--- config.mk ---
export PLATFORM = sky130hd
export DESIGN_NAME = rr_arb_8
export DESIGN_NICKNAME = d
export VERILOG_FILES = /design/src/rtl/rr_arb_8_pkg.sv /design/src/rtl/rr_arb_8_dec.sv /design/src/rtl/rr_arb_8.sv
export SDC_FILE = /design/constraint.sdc
export NUM_CORES = 1
export LEC_CHECK = 0
export ABC_AREA = 1
export CAP_MARGIN = 20
export CORE_MARGIN = 8
export CORE_UTILIZATION = 40
export CTS_BUF_LIST = sky130_fd_sc_hd__clkbuf_16
export DETAILED_ROUTE_END_ITERATION = 16
export PLACE_DENSITY = 0.7
export SYNTH_ARGS = -nofsm -noshare
export SYNTH_HDL_FRONTEND = slang
export SYNTH_HIERARCHICAL = 1
export SYNTH_SLANG_ARGS = --single-unit
export TNS_END_PERCENT = 100
--- constraint.sdc ---
create_clock -name clk -period 2.4 [get_ports clk]
set_clock_uncertainty 0.15 [all_clocks]
set_input_delay 0.48 -clock clk [delete_from_list [all_inputs] [get_ports clk]]
set_output_delay 0.48 -clock clk [all_outputs]
set_load 0.02 [all_outputs]
--- src/rtl/rr_arb_8_pkg.sv ---
// Shared definitions for the 8-way round-robin arbiter.
//   N_REQ / IDX_W : number of requesters and width of a requester index
//   HOLD_W        : width of the grant hold counter
//   state_t       : arbiter FSM state encoding
//   rr_pick       : circular first-set search starting at a pointer
package rr_arb_8_pkg;

  localparam int N_REQ  = 8;
  localparam int IDX_W  = 3;
  localparam int HOLD_W = 8;

  typedef enum logic {
    IDLE  = 1'b0,
    GRANT = 1'b1
  } state_t;

  // Returns the first set bit of req in the order ptr, ptr+1, ... ptr+7
  // (mod 8). Scanning offsets from high to low lets the lowest offset win
  // without a separate "found" flag. Result is ptr when req is all-zero;
  // callers only use it when req is non-zero.
  function automatic logic [IDX_W-1:0] rr_pick(
    input logic [N_REQ-1:0] req,
    input logic [IDX_W-1:0] ptr
  );
    logic [IDX_W-1:0] idx;
    rr_pick = ptr;
    for (int off = N_REQ - 1; off >= 0; off--) begin
      idx = ptr + off[IDX_W-1:0];
      if (req[idx]) begin
        rr_pick = idx;
      end
    end
  endfunction

endpackage

--- src/rtl/rr_arb_8_dec.sv ---
// 3-to-8 one-hot decoder.
//   a : binary index in
//   l : one-hot out, bit a set
module dec_3to8 (
  input  logic [2:0] a,
  output logic [7:0] l
);

  for (genvar gi = 0; gi < 8; gi++) begin : g_dec
    assign l[gi] = (a == 3'(gi));
  end

endmodule

--- src/rtl/rr_arb_8.sv ---
// Round-robin arbiter sharing one resource between 8 requesters.
// A grant is held while its request stays high, up to HOLD_MAX cycles
// (0 = unlimited), and every grant is followed by exactly one dead cycle.
//   clk       : rising-edge clock
//   rst       : synchronous active-high reset
//   req       : level-sensitive request vector, bit i = requester i
//   gnt       : one-hot grant, all-zero when no grant is active
//   gnt_idx   : registered index of the grantee, holds when idle
//   gnt_valid : a grant is active
//   timeout   : one-cycle pulse in the cycle after a forced release
module rr_arb_8
  import rr_arb_8_pkg::*;
#(
  parameter logic [HOLD_W-1:0] HOLD_MAX = 8'd15
) (
  input  logic             clk,
  input  logic             rst,
  input  logic [N_REQ-1:0] req,
  output logic [N_REQ-1:0] gnt,
  output logic [IDX_W-1:0] gnt_idx,
  output logic             gnt_valid,
  output logic             timeout
);

  state_t              state_reg, state_next;
  logic [IDX_W-1:0]    idx_reg, idx_next;
  logic                valid_reg, valid_next;
  logic [IDX_W-1:0]    ptr_reg, ptr_next;
  logic [HOLD_W-1:0]   cnt_reg, cnt_next;
  logic                timeout_reg, timeout_next;
  logic                hold_hit;
  logic                req_cur;
  logic [N_REQ-1:0]    dec_l;

  always_ff @(posedge clk) begin
    if (rst) begin
      state_reg   <= IDLE;
      idx_reg     <= '0;
      valid_reg   <= 1'b0;
      ptr_reg     <= '0;
      cnt_reg     <= '0;
      timeout_reg <= 1'b0;
    end else begin
      state_reg   <= state_next;
      idx_reg     <= idx_next;
      valid_reg   <= valid_next;
      ptr_reg     <= ptr_next;
      cnt_reg     <= cnt_next;
      timeout_reg <= timeout_next;
    end
  end

  // cnt_reg counts completed cycles of the current grant minus one, so the
  // grant is released after exactly HOLD_MAX valid cycles.
  assign hold_hit = (HOLD_MAX != '0) && (cnt_reg == HOLD_MAX - 8'd1);
  assign req_cur  = req[idx_reg];

  always_comb begin
    state_next   = state_reg;
    idx_next     = idx_reg;
    valid_next   = valid_reg;
    ptr_next     = ptr_reg;
    cnt_next     = cnt_reg;
    timeout_next = 1'b0;
    case (state_reg)
      IDLE: begin
        if (req != '0) begin
          idx_next   = rr_pick(req, ptr_reg);
          valid_next = 1'b1;
          cnt_next   = '0;
          state_next = GRANT;
        end
      end
      GRANT: begin
        if (!req_cur || hold_hit) begin
          valid_next   = 1'b0;
          ptr_next     = idx_reg + 3'd1;
          state_next   = IDLE;
          // A withdrawn request is a normal release even if the limit
          // happened to be reached in the same cycle.
          timeout_next = req_cur;
        end else if (cnt_reg != '1) begin
          cnt_next = cnt_reg + 8'd1;
        end
      end
      default: begin
        state_next = IDLE;
        valid_next = 1'b0;
      end
    endcase
  end

  dec_3to8 u_dec (
    .a (idx_reg),
    .l (dec_l)
  );

  assign gnt       = dec_l & {N_REQ{valid_reg}};
  assign gnt_idx   = idx_reg;
  assign gnt_valid = valid_reg;
  assign timeout   = timeout_reg;

endmodule

==> results of run 1 <==
critical path, cell delays in order (launching register included):
cell	delay, ns
dfxtp_1	0.35
buf_4	0.18
nor2_1	0.10
nand2_1	0.06
inv_1	0.06
clkdlybuf4s50_1	0.60
layout make-up:
| cell class | count | area, um2 | share of cell area (%) |
|---|---|---|---|
| repair buffers | 30 | 280 | 13.8 |
| well taps | 50 | 62.6 | 3.08 |
| flip-flops and latches | 17 | 342 | 16.8 |
| inverters | 42 | 160 | 7.89 |
| clock buffers | 3 | 75.1 | 3.70 |
| clock inverters | 1 | 3.75 | 0.185 |
| multi-input cells | 227 | 1110 | 54.5 |
power groups by stage:
| stage | registers [uW] | clock network [uW] | logic (uW) |
|---|---|---|---|
| floorplan | 437 | 0 | 1260 |
| global placement | 428 | 0 | 1620 |
| detailed placement | 430 | 0 | 1630 |
| CTS | 425 | 332 | 1640 |
| global route | 437 | 347 | 1870 |
| finish | 426 | 324 | 1650 |
per-stage QoR:
step	hold WS (ns)	instance area (um2)	cells
4_1_cts	0.356	2030	370
6_report	0.348	2030	370
5_1_grt	0.380	2030	370
3_5_place_dp	0.348	1950	366
2_1_floorplan	0.315	1670	294
3_3_place_gp	0.346	1950	366
what timing repair did:
item / 4_1_cts / 5_1_grt
endpoints found under the setup margin: 0 / 4
hold endpoints to repair: 0 / 0
gates resized for setup: 0 / 2
routing by layer:
metal	vias up	global-route usage, %	share of wire [%]	routed length, um
li1	991	-	-	-
met2	36	21.6	46	1950
met1	853	17.0	49	2080
met4	0	3.27	0.26	11
met3	2	3.35	5.2	222
met5	-	0	0	0
worst min-delay path by stage:
stage,slack [ns],startpoint,end,cells after the start
after global placement,0.35,cnt_reg[5],cnt_reg[5],2
after floorplan,0.32,cnt_reg[5],cnt_reg[5],2
after global routing,0.38,cnt_reg[1],cnt_reg[1],2
after detailed placement,0.35,cnt_reg[5],cnt_reg[5],2
final,0.35,cnt_reg[5],cnt_reg[5],2
after CTS,0.36,cnt_reg[5],cnt_reg[5],2
cell families (layout without fill, tap and decap cells):
logic type / Yosys count / after routing / synth area share [%]
AOI/OAI and AO/OA: 33 / 33 / 11.2
and+or+nand+nor: 182 / 182 / 47.6
buffers and inverters: 50 / 76 / 13.3
xor gates and xnor gates: 7 / 7 / 3.67
DFF: 17 / 17 / 20.4
adders and majority gates: 5 / 5 / 3.75
synth_stat cells:
library cell	instances	area (um2)
o21ai_1	5	25.0
xor2_1	4	35.0
nor3_1	3	15.0
nand2_2	8	50.1
nand2_1	95	357
a31oi_1	2	12.5
nand4_1	5	31.3
xnor2_1	3	26.3
dfxtp_1	17	340
buf_2	2	10.0
a21oi_2	2	17.5
o21ai_0	5	25.0
o21a_1	1	7.51
o41ai_1	1	8.76
nand3_2	5	50.1
nor2_1	32	120
ha_1	5	62.6
clkbuf_1	2	7.51
clkinv_1	2	7.51
nor4_1	2	12.5
o21bai_2	1	11.3
inv_1	34	128
inv_4	1	6.26
buf_6	4	45.0
inv_2	5	18.8
a21oi_1	16	80.1
nand3_1	32	160
==> flow_summary.ini, run 1 <==
[run_status]
status = complete, no violations

[power_and_ir_drop]
power_switching_uw = 1240
power_uw = 2400
seqPwrFrac_pct = 17.7
p_int_uw = 1170
total_leakage_power_uw = 0.00102
swShare_pct = 51.5
pwr-share-comb_pct = 68.8
power_density_nw_per_um2 = 1180
power.share.clock_pct = 13.5
irDropWorstVdd_uv = 543

[global_route]
grt_pass1_vias = 1655
overflow = 0
antenna_found_initial = 0
grt_pass1_wl_mm = 7.21
grt_max_degree = 14
grt_use_total_pct = 13.3

[setup_path]
crit_path_start = gnt_idx[2]
ff2ff_setup_slack_ns = 0.19
worstSetupStartpointType = register
arrival_ns = 1.60
r2r-end = gnt_idx[0]
crit_type = register to output port
critPathRequiredTime_ns = 1.77
rr_worst_depth = 15
path_max_fanout = 6
setup.worst_path.end = gnt[2]
end_kind = output port
r2r_start = ptr_reg[0]

[finish]
largest_register_ffs = 8
final_util_pct = 50.8
fillers = 425
layout_commonest_cell = nand2_1
finalNetCount = 336
drive_gt1_share_pct = 10.6
diodes = 0
area_growth_pct = 21.6
mostFrequentLayoutCells = nand2_1 (95), inv_1 (35), nand3_1 (32), nor2_1 (32), clkdlybuf4s50_1 (22)

[drt]
routedWlPerCell_um = 11.5
route.detailed.drc = 0
postRouteAntennaNets = 0
routed_wl_mm = 4.27
drtIter0Drc = 101
num_vias = 1882
via_per_inst = 5.09
firstDrtPassIters = 4

[die]
initial_core_util_pct = 41.8
core_um2 = 4000
dieWidth_um = 80.6
rows = 23
io_pins = 23
die_h_um = 80.6
die_area_um2 = 6500

[synthesis]
ys_ff_latch = 17
avgSynthCellArea_um2 = 5.68
ys_types = 27
syn_nets = 309
ys_warn_count = 6
syn_area_um2 = 1670
synth_cells = 294
ys_seq_area_share_pct = 20.4

[cts]
path_clk_slew_ns = 0.05
holdBufCountCts = 0
cts_max_level = 1
clockBufferDepth = 2
numCtsBuffers = 3
clockRootBuffer = clkbuf_16
post_cts_buffers = 0
clkLatencyLatePin_ns = 0.24
cts.sinks = 17
cts_tree = built

[sta]
rsz0062_at_grt = false
timing.final.crit_share_pct = 92.7
setup_tns_ns = 0
worst_pin_slew_ns = 0.367
finalWorstSetupSlack_ns = 0.175
hold_viol = 0
setup_viol = 0
max_freq_mhz = 449
drv_slew = 0
fin_crit_ns = 2.23
maxSlewHeadroom_pct = 75.5

[place]
place_congestion = 0.904
numPortBuffers = 22
hpwl_mm = 3.31
place_ws_ns = 0.0201

[run]
drv_cap = 0

[worst_hold_path]
min-delay-path-class = register to register
Power figures use the tool's default switching activity.
==> run 2, diff against run 1 <==
- CORE_ASPECT_RATIO: not set -> 1.2
- CTS_CLUSTER_DIAMETER: not set -> 150
- GPL_ROUTABILITY_DRIVEN: not set -> 1
==> flow_summary.ini, run 2 (synthesis gave the netlist of run 1 again) <==
[place]
hpwl_mm = 3.42
numPortBuffers = 22
place_congestion = 0.863

[global_route]
grt_pass1_wl_mm = 7.53
grt_use_total_pct = 14.1
overflow = 0
grt_max_degree = 14
antenna_found_initial = 0
grt_pass1_vias = 1771

[cts]
cts_tree = built
cts_resized = 0
clockBufferDepth = 2
holdBufCountCts = 0
post_cts_buffers = 0
clkLatencyLatePin_ns = 0.25
cts_max_level = 1
numCtsBuffers = 3
cts.sinks = 17
path_clk_slew_ns = 0.05
clockRootBuffer = clkbuf_16

[worst_hold_path]
min-delay-path-class = register to register

[sta]
timing.final.crit_share_pct = 92.8
fin_crit_ns = 2.23
setup_tns_ns = 0
hold_viol = 0
rsz0062_at_grt = false
drv_slew = 0
maxSlewHeadroom_pct = 74.3
setup_viol = 0
max_freq_mhz = 449
worst_pin_slew_ns = 0.384

[finish]
diodes = 0
layout_commonest_cell = nand2_1
mostFrequentLayoutCells = nand2_1 (95), inv_1 (34), nand3_1 (32), nor2_1 (32), clkdlybuf4s50_1 (22)
area_growth_pct = 22.1
largest_register_ffs = 8
fillers = 442
multiInputGateArea_um2 = 1110
final_util_pct = 51.3
finalNetCount = 336
drive_gt1_share_pct = 11.3
seq_area_um2 = 342

[power_and_ir_drop]
irDropWorstVdd_uv = 578
power_density_nw_per_um2 = 1180
total_leakage_power_uw = 0.00102

[die]
dieWidth_um = 75.0
core_um2 = 3970
io_pins = 23
die_area_um2 = 6510
initial_core_util_pct = 42.0
rows = 25
die_h_um = 86.8

[drt]
firstDrtPassIters = 4
postRouteAntennaNets = 0
num_vias = 1788
route.detailed.drc = 0
routed_wl_mm = 4.26
via_per_inst = 4.78
drtIter0Drc = 58
routedWlPerCell_um = 11.4

[setup_path]
critPathRequiredTime_ns = 1.77
crit_chain = buf_4 -> nor2_1 -> nand2_1 -> inv_1 -> clkdlybuf4s50_1
worst_path_largest_cell_delay_ns = 0.60
end_kind = output port
arrival_ns = 1.60
worstSetupStartpointType = register
crit_path_top_delay_cell = clkdlybuf4s50_1
crit_type = register to output port
path_max_fanout = 7

[run]
drv_cap = 0

[run_status]
status = complete, no violations
-- run 2: cell types whose count changed in the layout (fill, tap and decap cells not counted) --
cell	previous run	this run
clkinv_2	0	1
ha_1	5	4
ha_2	0	1
inv_1	35	34
o21ai_0	4	5
o21ai_1	6	5
-- run 2: layout make-up --
class                   count  share of cell area [%]
multi-input cells         227                    54.4
flip-flops and latches     17                    16.7
repair buffers             30                    13.7
inverters                  42                    7.85
clock buffers               3                    3.68
well taps                  54                    3.31
clock inverters             1                   0.245
-- run 2: power breakdown --
group          total, uW  switching, uW  internal, uW
registers            425           82.1           343
logic               1640           1030           607
clock network        338            114           223
-- run 2: worst paths after layout --
check	slack, ns	from	endpoint	cells past startpoint
setup / recovery	0.17	gnt_idx[2]	gnt[2]	5
hold / removal	0.35	cnt_reg[5]	cnt_reg[5]	2
setup reg to reg	0.26	ptr_reg[1]	gnt_idx[0]	15
hold reg to reg	0.35	cnt_reg[5]	cnt_reg[5]	2
-- run 2: critical path, delay by kind of cell, from the launching register on --
family	cells	cell delay (ns)
buffers and inverters	3	0.84
DFF	1	0.35
and+or+nand+nor	2	0.16
-- run 2: metal layers --
layer / part of all wire [%] / vias up / global-route usage, %
li1: - / 983 / -
met1: 46 / 781 / 16.4
met2: 51 / 19 / 25.6
met3: 1.3 / 5 / 1.39
met4: 1.1 / 0 / 4.29
met5: 0 / - / 0
-- run 2: per-stage QoR --
stage	cell area, um2	power (uW)	hold slack, ns	cells	worst slack (ns)
floorplan	1670	1700	0.315	294	0.271
global placement	1960	2040	0.344	370	0.0554
detailed placement	1960	2070	0.348	370	0.0100
CTS	2040	2410	0.355	374	0.0652
global route	2040	2690	0.373	374	0.0390
finish	2040	2400	0.353	374	0.172
